<file path="src/rtl/multicycle_controller_if.sv">
// Memory handshake between the multi-cycle controller and the shared
// instruction/data memory.
interface multicycle_controller_if;
  logic mem_read;
  logic mem_write;
  logic adr_select;
  logic mem_ready;

  modport master (
    output mem_read,
    output mem_write,
    output adr_select,
    input  mem_ready
  );

  modport slave (
    input  mem_read,
    input  mem_write,
    input  adr_select,
    output mem_ready
  );
endinterface

</file>
<file path="src/rtl/multicycle_controller.sv">
// Control FSM for the multi-cycle RV32I datapath: sequences fetch/decode/
// execute, handshakes with shared memory, counts retires and traps.
//
// state    | meaning
// FETCH    | read instruction at PC, PC <= PC+4 on mem_ready
// DECODE   | classify opcode, precompute branch target into ALUOut
// MEMADR   | compute rs1+imm for lw/sw
// MEMREAD  | load access, wait for mem_ready
// MEMWB    | write load data to rd
// MEMWRITE | store access, wait for mem_ready
// EXECUTER | register-register ALU op
// ALUWB    | write ALUOut to rd
// EXECUTEI | register-immediate ALU op
// JAL      | PC <= target, ALUOut <= oldPC+4
// BEQ      | compare rs1/rs2, PC <= target when zero
// TRAP     | illegal instruction or memory timeout; only reset exits
module multicycle_controller #(
  parameter int COUNT_WIDTH = 32,
  parameter int WAIT_LIMIT  = 15
) (
  input  logic                   clock,
  input  logic                   reset,
  input  logic [6:0]             opcode,
  input  logic [2:0]             funct3,
  input  logic                   funct7b5,
  input  logic                   zero,
  multicycle_controller_if.master mem,
  output logic                   IR_write,
  output logic                   PC_write,
  output logic                   reg_write,
  output logic [1:0]             result_select,
  output logic [1:0]             ALU_srcA,
  output logic [1:0]             ALU_srcB,
  output logic [2:0]             ALU_control,
  output logic                   retired,
  output logic [COUNT_WIDTH-1:0] instret,
  output logic [1:0]             trap_cause,
  output logic [3:0]             state
);

  typedef enum logic [3:0] {
    ST_FETCH    = 4'd0,
    ST_DECODE   = 4'd1,
    ST_MEMADR   = 4'd2,
    ST_MEMREAD  = 4'd3,
    ST_MEMWB    = 4'd4,
    ST_MEMWRITE = 4'd5,
    ST_EXECUTER = 4'd6,
    ST_ALUWB    = 4'd7,
    ST_EXECUTEI = 4'd8,
    ST_JAL      = 4'd9,
    ST_BEQ      = 4'd10,
    ST_TRAP     = 4'd11
  } state_t;

  localparam logic [6:0] OP_LW     = 7'b0000011;
  localparam logic [6:0] OP_SW     = 7'b0100011;
  localparam logic [6:0] OP_R      = 7'b0110011;
  localparam logic [6:0] OP_I      = 7'b0010011;
  localparam logic [6:0] OP_BRANCH = 7'b1100011;
  localparam logic [6:0] OP_JAL    = 7'b1101111;

  localparam logic [2:0] ALU_ADD = 3'b000;
  localparam logic [2:0] ALU_SUB = 3'b001;
  localparam logic [2:0] ALU_AND = 3'b010;
  localparam logic [2:0] ALU_OR  = 3'b011;
  localparam logic [2:0] ALU_SLT = 3'b101;

  localparam logic [1:0] CAUSE_NONE    = 2'b00;
  localparam logic [1:0] CAUSE_ILLEGAL = 2'b01;
  localparam logic [1:0] CAUSE_TIMEOUT = 2'b10;

  localparam int             WW       = (WAIT_LIMIT > 0) ? $clog2(WAIT_LIMIT + 1) : 1;
  localparam logic [WW-1:0]  WAIT_MAX = WW'(WAIT_LIMIT);

  state_t                 state_q, state_d;
  logic [COUNT_WIDTH-1:0] instret_q, instret_d;
  logic [1:0]             trap_cause_q, trap_cause_d;
  logic [WW-1:0]          wait_cnt_q, wait_cnt_d;

  logic       mem_read_c, mem_write_c, adr_select_c;
  logic       ir_write_c, pc_write_c, reg_write_c, retired_c;
  logic [1:0] result_select_c, alu_srca_c, alu_srcb_c;
  logic [2:0] alu_control_c;
  logic       waiting, timeout, funct3_ok;

  function automatic logic [2:0] alu_decode(input logic [2:0] f3, input logic is_r,
                                            input logic f7b5);
    case (f3)
      3'b000:  return (is_r && f7b5) ? ALU_SUB : ALU_ADD;
      3'b010:  return ALU_SLT;
      3'b110:  return ALU_OR;
      3'b111:  return ALU_AND;
      default: return ALU_ADD;
    endcase
  endfunction

  always_comb begin
    state_d         = state_q;
    trap_cause_d    = trap_cause_q;
    wait_cnt_d      = wait_cnt_q;
    mem_read_c      = 1'b0;
    mem_write_c     = 1'b0;
    adr_select_c    = 1'b0;
    ir_write_c      = 1'b0;
    pc_write_c      = 1'b0;
    reg_write_c     = 1'b0;
    retired_c       = 1'b0;
    result_select_c = 2'b00;
    alu_srca_c      = 2'b00;
    alu_srcb_c      = 2'b00;
    alu_control_c   = ALU_ADD;
    waiting         = 1'b0;
    timeout         = (WAIT_LIMIT > 0) && (wait_cnt_q == WAIT_MAX);
    funct3_ok       = (funct3 == 3'b000) || (funct3 == 3'b010) ||
                      (funct3 == 3'b110) || (funct3 == 3'b111);

    case (state_q)
      ST_FETCH: begin
        mem_read_c      = 1'b1;
        alu_srcb_c      = 2'b10;
        result_select_c = 2'b10;
        if (mem.mem_ready) begin
          ir_write_c = 1'b1;
          pc_write_c = 1'b1;
          state_d    = ST_DECODE;
        end else begin
          waiting = 1'b1;
          if (timeout) begin
            state_d      = ST_TRAP;
            trap_cause_d = CAUSE_TIMEOUT;
          end
        end
      end
      ST_DECODE: begin
        alu_srca_c = 2'b01;
        alu_srcb_c = 2'b01;
        case (opcode)
          OP_LW, OP_SW: state_d = ST_MEMADR;
          OP_R:         state_d = funct3_ok ? ST_EXECUTER : ST_TRAP;
          OP_I:         state_d = funct3_ok ? ST_EXECUTEI : ST_TRAP;
          OP_BRANCH:    state_d = (funct3 == 3'b000) ? ST_BEQ : ST_TRAP;
          OP_JAL:       state_d = ST_JAL;
          default:      state_d = ST_TRAP;
        endcase
        if (state_d == ST_TRAP) trap_cause_d = CAUSE_ILLEGAL;
      end
      ST_MEMADR: begin
        alu_srca_c = 2'b10;
        alu_srcb_c = 2'b01;
        state_d    = (opcode == OP_SW) ? ST_MEMWRITE : ST_MEMREAD;
      end
      ST_MEMREAD: begin
        mem_read_c   = 1'b1;
        adr_select_c = 1'b1;
        if (mem.mem_ready) begin
          state_d = ST_MEMWB;
        end else begin
          waiting = 1'b1;
          if (timeout) begin
            state_d      = ST_TRAP;
            trap_cause_d = CAUSE_TIMEOUT;
          end
        end
      end
      ST_MEMWB: begin
        result_select_c = 2'b01;
        reg_write_c     = 1'b1;
        retired_c       = 1'b1;
        state_d         = ST_FETCH;
      end
      ST_MEMWRITE: begin
        mem_write_c  = 1'b1;
        adr_select_c = 1'b1;
        if (mem.mem_ready) begin
          retired_c = 1'b1;
          state_d   = ST_FETCH;
        end else begin
          waiting = 1'b1;
          if (timeout) begin
            state_d      = ST_TRAP;
            trap_cause_d = CAUSE_TIMEOUT;
          end
        end
      end
      ST_EXECUTER: begin
        alu_srca_c    = 2'b10;
        alu_srcb_c    = 2'b00;
        alu_control_c = alu_decode(funct3, 1'b1, funct7b5);
        state_d       = ST_ALUWB;
      end
      ST_EXECUTEI: begin
        alu_srca_c    = 2'b10;
        alu_srcb_c    = 2'b01;
        alu_control_c = alu_decode(funct3, 1'b0, funct7b5);
        state_d       = ST_ALUWB;
      end
      ST_ALUWB: begin
        result_select_c = 2'b00;
        reg_write_c     = 1'b1;
        retired_c       = 1'b1;
        state_d         = ST_FETCH;
      end
      ST_BEQ: begin
        alu_srca_c    = 2'b10;
        alu_srcb_c    = 2'b00;
        alu_control_c = ALU_SUB;
        pc_write_c    = zero;
        retired_c     = 1'b1;
        state_d       = ST_FETCH;
      end
      ST_JAL: begin
        // ALUOut already holds the jump target from DECODE; ALU computes oldPC+4 for rd
        alu_srca_c = 2'b01;
        alu_srcb_c = 2'b10;
        pc_write_c = 1'b1;
        state_d    = ST_ALUWB;
      end
      ST_TRAP: state_d = ST_TRAP;
      default: state_d = ST_FETCH;
    endcase

    instret_d = instret_q + COUNT_WIDTH'(retired_c);

    // Counter restarts on every state change, so each memory state gets a fresh budget
    if (state_d != state_q)
      wait_cnt_d = '0;
    else if (waiting && (WAIT_LIMIT > 0))
      wait_cnt_d = wait_cnt_q + WW'(1);
  end

  always_ff @(posedge clock or negedge reset) begin
    if (!reset) begin
      state_q      <= ST_FETCH;
      instret_q    <= '0;
      trap_cause_q <= CAUSE_NONE;
      wait_cnt_q   <= '0;
    end else begin
      state_q      <= state_d;
      instret_q    <= instret_d;
      trap_cause_q <= trap_cause_d;
      wait_cnt_q   <= wait_cnt_d;
    end
  end

  // Strobes are gated by reset so an access aborts the moment reset asserts
  assign mem.mem_read    = reset & mem_read_c;
  assign mem.mem_write   = reset & mem_write_c;
  assign mem.adr_select  = reset & adr_select_c;
  assign IR_write        = reset & ir_write_c;
  assign PC_write        = reset & pc_write_c;
  assign reg_write       = reset & reg_write_c;
  assign retired         = reset & retired_c;
  assign result_select   = reset ? result_select_c : 2'b00;
  assign ALU_srcA        = reset ? alu_srca_c : 2'b00;
  assign ALU_srcB        = reset ? alu_srcb_c : 2'b00;
  assign ALU_control     = reset ? alu_control_c : ALU_ADD;
  assign instret         = instret_q;
  assign trap_cause      = trap_cause_q;
  assign state           = state_q;

endmodule

</file>
<file path="src/flat_wrapper.sv">
// flat-port wrapper written by rule: the top's interface ports become plain ports
module multicycle_controller_flat 
#(
  parameter int COUNT_WIDTH = 32,
  parameter int WAIT_LIMIT  = 15
)
  (clock, reset, opcode, funct3, funct7b5, zero, IR_write, PC_write, reg_write, result_select, ALU_srcA, ALU_srcB, ALU_control, retired, instret, trap_cause, state, mem_mem_read, mem_mem_write, mem_adr_select, mem_mem_ready);
  multicycle_controller_if mem_i ();
  input  logic clock;
  input  logic reset;
  input  logic [6:0] opcode;
  input  logic [2:0] funct3;
  input  logic funct7b5;
  input  logic zero;
  output logic IR_write;
  output logic PC_write;
  output logic reg_write;
  output logic [1:0] result_select;
  output logic [1:0] ALU_srcA;
  output logic [1:0] ALU_srcB;
  output logic [2:0] ALU_control;
  output logic retired;
  output logic [COUNT_WIDTH-1:0] instret;
  output logic [1:0] trap_cause;
  output logic [3:0] state;
  output wire logic [$bits(mem_i.mem_read)-1:0] mem_mem_read;
  output wire logic [$bits(mem_i.mem_write)-1:0] mem_mem_write;
  output wire logic [$bits(mem_i.adr_select)-1:0] mem_adr_select;
  input wire logic [$bits(mem_i.mem_ready)-1:0] mem_mem_ready;
  assign mem_mem_read = mem_i.mem_read;
  assign mem_mem_write = mem_i.mem_write;
  assign mem_adr_select = mem_i.adr_select;
  assign mem_i.mem_ready = mem_mem_ready;
  multicycle_controller #(.COUNT_WIDTH(COUNT_WIDTH), .WAIT_LIMIT(WAIT_LIMIT)) u_core (.clock(clock), .reset(reset), .opcode(opcode), .funct3(funct3), .funct7b5(funct7b5), .zero(zero), .mem(mem_i), .IR_write(IR_write), .PC_write(PC_write), .reg_write(reg_write), .result_select(result_select), .ALU_srcA(ALU_srcA), .ALU_srcB(ALU_srcB), .ALU_control(ALU_control), .retired(retired), .instret(instret), .trap_cause(trap_cause), .state(state));
endmodule
</file>
<file path="config.mk">
export PLATFORM = sky130hd
export DESIGN_NAME = multicycle_controller_flat
export DESIGN_NICKNAME = d
export VERILOG_FILES = /design/src/rtl/multicycle_controller_if.sv /design/src/rtl/multicycle_controller.sv /design/src/flat_wrapper.sv
export SDC_FILE = /design/constraint.sdc
export NUM_CORES = 1
export LEC_CHECK = 0
export ABC_CLOCK_PERIOD_IN_PS = 6600
export CAP_MARGIN = 5
export CORE_MARGIN = 5
export CORE_UTILIZATION = 35
export DETAILED_ROUTE_END_ITERATION = 10
export PLACE_DENSITY = 0.68
export SYNTH_ARGS = -nofsm -noshare
export SYNTH_HDL_FRONTEND = slang
export SYNTH_SLANG_ARGS = --single-unit
</file>
<file path="constraint.sdc">
create_clock -name clock -period 6.6 [get_ports clock]
set_clock_uncertainty 0.1 [all_clocks]
set_input_delay 1.98 -clock clock [delete_from_list [all_inputs] [get_ports clock]]
set_output_delay 1.98 -clock clock [all_outputs]
set_load 0.03 [all_outputs]
</file>
==> results of run 1 <==
[placed cells by master, fill, tap and decap left out, types with 2 or more instances in the layout]
master | netlist | layout
and2_1 | 6 | 6
a21oi_1 | 10 | 10
o31ai_1 | 3 | 3
nor2_1 | 26 | 26
ha_1 | 3 | 3
nor4_1 | 3 | 3
o21ai_0 | 4 | 4
and3_1 | 7 | 7
o21ai_1 | 4 | 4
clkdlybuf4s50_1 | 0 | 67
nor2b_1 | 5 | 5
nor3_2 | 2 | 2
nor3_1 | 9 | 9
or3_1 | 4 | 4
xnor2_1 | 25 | 25
a211oi_1 | 2 | 2
nand2b_1 | 5 | 5
and4_1 | 5 | 5
dfrtp_1 | 42 | 42
mux2i_1 | 2 | 2
xor2_1 | 11 | 11
nor4b_2 | 2 | 2
nand3_1 | 10 | 10
nand2_1 | 32 | 32
clkbuf_8 | 0 | 5
bufinv_16 | 0 | 2
nand4_1 | 11 | 11
nor3b_1 | 3 | 3
o211ai_1 | 2 | 2
a31oi_1 | 5 | 5
inv_1 | 8 | 8
[layout make-up]
| class | instances | area [um^2] | area share, % |
|---|---|---|---|
| Clock inverter | 3 | 68.8 | 1.98 |
| Timing Repair Buffer | 69 | 683 | 19.7 |
| Clock buffer | 5 | 68.8 | 1.98 |
| Inverter | 9 | 33.8 | 0.974 |
| Tap cell | 99 | 124 | 3.57 |
| Sequential cell | 42 | 1050 | 30.3 |
| Multi-Input combinational cell | 222 | 1440 | 41.5 |
[final timing paths]
| check | end | cells after the start |
|---|---|---|
| hold reg to reg | u_core.instret[31]$_DFF_PN0_ | 1 |
| setup reg to reg | u_core.instret[30]$_DFF_PN0_ | 12 |
| min in group asynchronous | u_core.instret[2]$_DFF_PN0_ | 2 |
| hold / removal | u_core.instret[31]$_DFF_PN0_ | 1 |
| max in group asynchronous | u_core.instret[14]$_DFF_PN0_ | 2 |
| setup / recovery | retired | 6 |
[cell families (layout without fill, tap and decap cells)]
family	Yosys count	count (layout)	share of synthesized area, %
DFF	42	42	41.0
buffers and inverters	17	86	2.93
muxes	3	3	1.22
AOI/OAI and AO/OA	41	41	11.1
and+or+nand+nor	139	139	30.0
adders and majority gates	3	3	1.46
xor gates and xnor gates	36	36	12.3
[critical path: stages]
cell             delay (ns)
clkdlybuf4s50_1        0.64
nor2b_1                0.12
or3_1                  0.31
o21ai_0                0.13
and2_1                 0.17
clkdlybuf4s50_1        0.67
[flip-flops by register name, indices dropped and copies added (netlist names)]
| signal | cells |
|---|---|
| u_core.wait_cnt_q | 4 |
| u_core.instret | 32 |
| u_core.state | 4 |
| u_core.trap_cause | 2 |
[through the flow]
stage,power (W),std cells,hold WS [ns],area (um^2)
after floorplan,0.000760,281,0.452,2560
after global placement,0.000939,441,0.357,3330
after detailed placement,0.000940,441,0.357,3330
after CTS,0.00119,449,0.372,3470
after global routing,0.00126,449,0.407,3470
final,0.00118,449,0.370,3470
[layer usage]
metal,up-vias,share of wire [%],wire [um]
li1,1136,-,-
met1,1024,48,2910
met2,57,45,2730
met3,9,6.1,370
met4,0,1.4,87
met5,-,0,0
[power breakdown]
| group | leakage, nW | internal [W] | switching (W) | total, W |
|---|---|---|---|---|
| clock network | 0.0683 | 0.000152 | 0.0000888 | 0.000240 |
| logic | 0.783 | 0.000233 | 0.000315 | 0.000549 |
| registers | 0.566 | 0.000289 | 0.0000981 | 0.000387 |
| total | 1.42 | 0.000674 | 0.000502 | 0.00118 |
==> impl_metrics.yaml, run 1 <==
worst_setup_path:
  setup.worst_path.start_class: "primary input"
  cp-startpoint: "mem_mem_ready"
  crit_path_end_kind: "primary output"
  crit_required_ns: 4.52
  timing.rr.start: "u_core.state[3]$_DFF_PN0_"
  rrSetupSlack_ns: 3.07
  arrival_ns: 4.02
  path_max_fanout: 9
  path_class: "primary input to primary output"
global_route:
  grtUsageMet3_pct: 2.92
  grt_overflow: 0
  antenna_found_initial: 0
  met1_usage_pct: 19.3
  grt_start_max_net_pins: 44
  top_usage_layer: "met2"
  grt_pass1_wl_mm: 10.3
  grtUsageTotal_pct: 14.1
  grt_pass1_vias: 2247
  use_met2_pct: 21.9
hold_path:
  hp-start: "u_core.instret[31]$_DFF_PN0_"
  hp-class: "register to register"
timing:
  fmax_mhz: 164
  drv_slew: 0
  tns_ns: 0
  timing.final.crit_share_pct: 92.5
  fin_crit_ns: 6.10
  setup_slack_ns: 0.495
  slew_headroom_pct: 45.3
  rsz0062_at_grt: "no"
  hold_viol_final: 0
  worst_slew_pin_slew_ns: 0.821
  setup_viol_count_final: 0
finish:
  antenna_cells: 0
  final_core_util_pct: 48.3
  drive_gt1_share_pct: 6.00
  syn_to_final_growth_pct: 35.2
  fill_cells: 670
  fin_nets: 367
die:
  die_w_um: 95.6
  io_pins: 69
  die_h_um: 95.6
  dieArea_um2: 9140
  initial_core_util_pct: 35.7
  rows: 31
  coreArea_um2: 7180
synth:
  syn_inst: 281
  synth-seq-cells: 42
  yosysMostFrequentCell: "dfrtp_1"
  synth_edf_count: 0
  synth.net_count: 299
  post-synth-top-area-cell: "dfrtp_1"
  synth_common_cells: "dfrtp_1 (42), nand2_1 (32), nor2_1 (26)"
  ys_types: 53
  async_flop_share_pct: 100
  seq_area_frac_synth_pct: 41.0
  yosys_warnings: 0
  yosysTopAreaCellShare_pct: 41.0
  netlist_area_um2: 2560
  syn_avg_cell_area_um2: 9.12
  synthTopCellsByArea: "dfrtp_1 (41%), xnor2_1 (8.5%), nand2_1 (4.7%)"
  synth_flop_cell: "dfrtp_1"
route:
  drtIter0Drc: 95
  drt_first_pass_iters: 4
  wl_mm: 6.09
  antenna_left: 0
  routed_via_density: 4.96
  drc: 0
  route.vias.total: 2226
  wl_per_cell_um: 13.6
pwr:
  ir_drop_v: 0.000226
  power_leakage_nw: 1.42
  power.density_nw_per_um2: 339
cts:
  post-cts-setup-buffer-count: 0
  post_cts_resized: 0
  cts_buffers: 5
  htree_num_levels: 2
  hold_buffers: 0
  clk_path_buf_depth: 2
  clkSinkCount: 42
  cts-root-buf: "clkbuf_8"
  clk_latency_ns: 0.29
  cts.clk_slew.worst_paths_ns: 0.08
  cts_tree: "built"
placement:
  globalplace.congestion: 0.781
  pre_cts_slack_ns: 0.476
  io_buffers: 68
  place_hpwl_mm: 4.56
status:
  status: "complete, no violations"
flow_run:
  maxCapViolCount: 0
Note: power is estimated with default switching activity, not from simulation.
==> inputs of run 2 (changes only) <==
--- a/config.mk
+++ b/config.mk
@@ -8,9 +8,9 @@
 export ABC_CLOCK_PERIOD_IN_PS = 6600
 export CAP_MARGIN = 5
 export CORE_MARGIN = 5
-export CORE_UTILIZATION = 35
+export CORE_UTILIZATION = 52
 export DETAILED_ROUTE_END_ITERATION = 10
-export PLACE_DENSITY = 0.68
+export PLACE_DENSITY = 0.92
 export SYNTH_ARGS = -nofsm -noshare
 export SYNTH_HDL_FRONTEND = slang
 export SYNTH_SLANG_ARGS = --single-unit
==> run 2 against run 1 <==
  * Hold slack lost 0.00077 ns
  * Combinational power increased by 3%
  * Largest power group unchanged
  * Register-to-register slack worse by 0.09 ns
  * Total power up 2.6%
  * Utilization up 24 points
  * Count of clock-buffer cells in the layout grew 1
  * Non-clock buffer count rose by 1
  * Clock power grew 4%
  * Final cell count is 6.9% lower
  * Sequential cell count stayed put
  * Worst setup slack better by 0.089 ns
  * Via count grew 7.8%
  * Highest routed layer unchanged
==> impl_metrics.yaml, run 2 (synthesized netlist as in run 1, its figures left out) <==
global_route:
  grt_start_max_net_pins: 45
  use_met2_pct: 37.8
  grtUsageTotal_pct: 22.2
  top_usage_layer: "met2"
  grtUsageMet3_pct: 3.03
  antenna_found_initial: 0
  grt_pass1_wl_mm: 11.3
  grt_pass1_vias: 2283
  met1_usage_pct: 29.2
  grt_overflow: 0
route:
  routed_via_density: 5.74
  drc: 0
  drtIter0Drc: 207
  antenna_left: 0
  wl_mm: 6.81
  drt_first_pass_iters: 4
  wl_per_cell_um: 16.3
  route.vias.total: 2399
cts:
  cts.clk_slew.worst_paths_ns: 0.08
  htree_num_levels: 2
  clk_latency_ns: 0.29
  post-cts-setup-buffer-count: 0
  clkSinkCount: 42
  cts_buffers: 5
  post_cts_resized: 0
  clk_path_buf_depth: 2
  hold_buffers: 0
  cts_tree: "built"
  cts-root-buf: "clkbuf_8"
finish:
  largest_reg_flops: 32
  syn_to_final_growth_pct: 34.2
  drive_gt1_share_pct: 6.27
  fin_nets: 368
  final_common_cell: "clkdlybuf4s50_1"
  antenna_cells: 0
  layout_common_cells: "clkdlybuf4s50_1 (67), dfrtp_1 (42), nand2_1 (32)"
  final_core_util_pct: 72.3
pwr:
  finalPower_w: 0.00121
  pwr-share-comb_pct: 47.1
  internal_power_w: 0.000685
  power.density_nw_per_um2: 351
  power_leakage_nw: 1.42
  ir_drop_v: 0.000226
  p_sw_share_pct: 43.2
  pwr-share-clk_pct: 20.7
  p_seq_share_pct: 32.2
  switchingPower_w: 0.000522
hold_path:
  hp-class: "register to register"
worst_setup_path:
  crit_family: "buffers and inverters"
  crit_path_end_kind: "primary output"
  rrSetupSlack_ns: 2.98
  path_max_fanout: 5
  cp.depth: 5
  timing.rr.start: "u_core.state[3]$_DFF_PN0_"
  r2r.worst_path.cells: 12
  critPathMaxStageDelay_ns: 0.72
  path_class: "primary input to primary output"
  path_cells: "clkdlybuf4s50_1 -> inv_1 -> or3b_1 -> nor3_1 -> clkdlybuf4s50_1"
  cpMostUsedCell: "clkdlybuf4s50_1"
  cp_slowest_cell: "clkdlybuf4s50_1"
  crit_end: "ALU_control[2]"
  setup.worst_path.start_class: "primary input"
  arrival_ns: 3.94
  critPathBufInv: 3
  crit_required_ns: 4.52
  r2r-end: "u_core.instret[30]$_DFF_PN0_"
  cp-startpoint: "funct3[1]"
flow_run:
  maxCapViolCount: 0
timing:
  fin_crit_ns: 6.02
  tns_ns: 0
  setup_viol_count_final: 0
  drv_slew: 0
  fmax_mhz: 166
  worst_slew_pin_slew_ns: 0.830
  hold_viol_final: 0
  rsz0062_at_grt: "no"
  timing.final.crit_share_pct: 91.2
  slew_headroom_pct: 44.7
die:
  initial_core_util_pct: 53.9
  dieArea_um2: 6430
  rows: 25
  die_w_um: 80.2
  coreArea_um2: 4750
  io_pins: 69
  die_h_um: 80.2
placement:
  place_hpwl_mm: 4.93
  io_buffers: 68
  globalplace.congestion: 0.885
status:
  status: "complete, no violations"
-- run 2: per-layer routing --
metal  share of wire [%]  wire length, um
met5                   0                0
met4                 2.4              161
met3                 5.6              380
met2                  50             3390
met1                  42             2870
-- run 2: cell type report --
class | count | area, um^2
inverter | 9 | 33.8
fill | 353 | 1320
tap | 67 | 83.8
sequential | 42 | 1050
clock inverter | 2 | 60.1
clock buffer | 6 | 82.6
multi-input combinational | 222 | 1440
timing repair buffer | 70 | 691
-- run 2: stage by stage --
stage               setup slack [ns]  instances  area, um^2  hold WS, ns
global route                   0.458        418        3440        0.407
CTS                            0.606        418        3440        0.371
global placement               0.691        410        3300        0.361
floorplan                       1.05        281        2560        0.452
finish                         0.584        418        3440        0.369
detailed placement             0.606        410        3300        0.357
-- run 2: worst min-delay path by stage --
stage	from	end	slack, ns	cells past startpoint
after CTS	u_core.instret[31]$_DFF_PN0_	u_core.instret[31]$_DFF_PN0_	0.37	1
after floorplan	u_core.wait_cnt_q[0]$_DFFE_PN0P_	u_core.wait_cnt_q[0]$_DFFE_PN0P_	0.45	2
after global routing	u_core.instret[31]$_DFF_PN0_	u_core.instret[31]$_DFF_PN0_	0.41	1
after global placement	u_core.instret[31]$_DFF_PN0_	u_core.instret[31]$_DFF_PN0_	0.36	1
final	u_core.instret[31]$_DFF_PN0_	u_core.instret[31]$_DFF_PN0_	0.37	1
after detailed placement	u_core.instret[31]$_DFF_PN0_	u_core.instret[31]$_DFF_PN0_	0.36	1
-- run 2: power groups by stage --
stage	sequential, W	clock [W]	combinational (W)
CTS	0.000385	0.000253	0.000567
detailed placement	0.000388	0	0.000560
floorplan	0.000387	0	0.000373
global placement	0.000388	0	0.000545
finish	0.000389	0.000250	0.000568
global route	0.000400	0.000261	0.000612
==> inputs of run 3 (changes only) <==
--- a/config.mk
+++ b/config.mk
@@ -9,6 +9,7 @@
 export CAP_MARGIN = 5
 export CORE_MARGIN = 5
 export CORE_UTILIZATION = 52
+export CTS_CLUSTER_SIZE = 10
 export DETAILED_ROUTE_END_ITERATION = 10
 export PLACE_DENSITY = 0.92
 export SYNTH_ARGS = -nofsm -noshare
==> results of run 3 <==
Same layout as run 2: the final DEF is identical, and so are final timing and power.
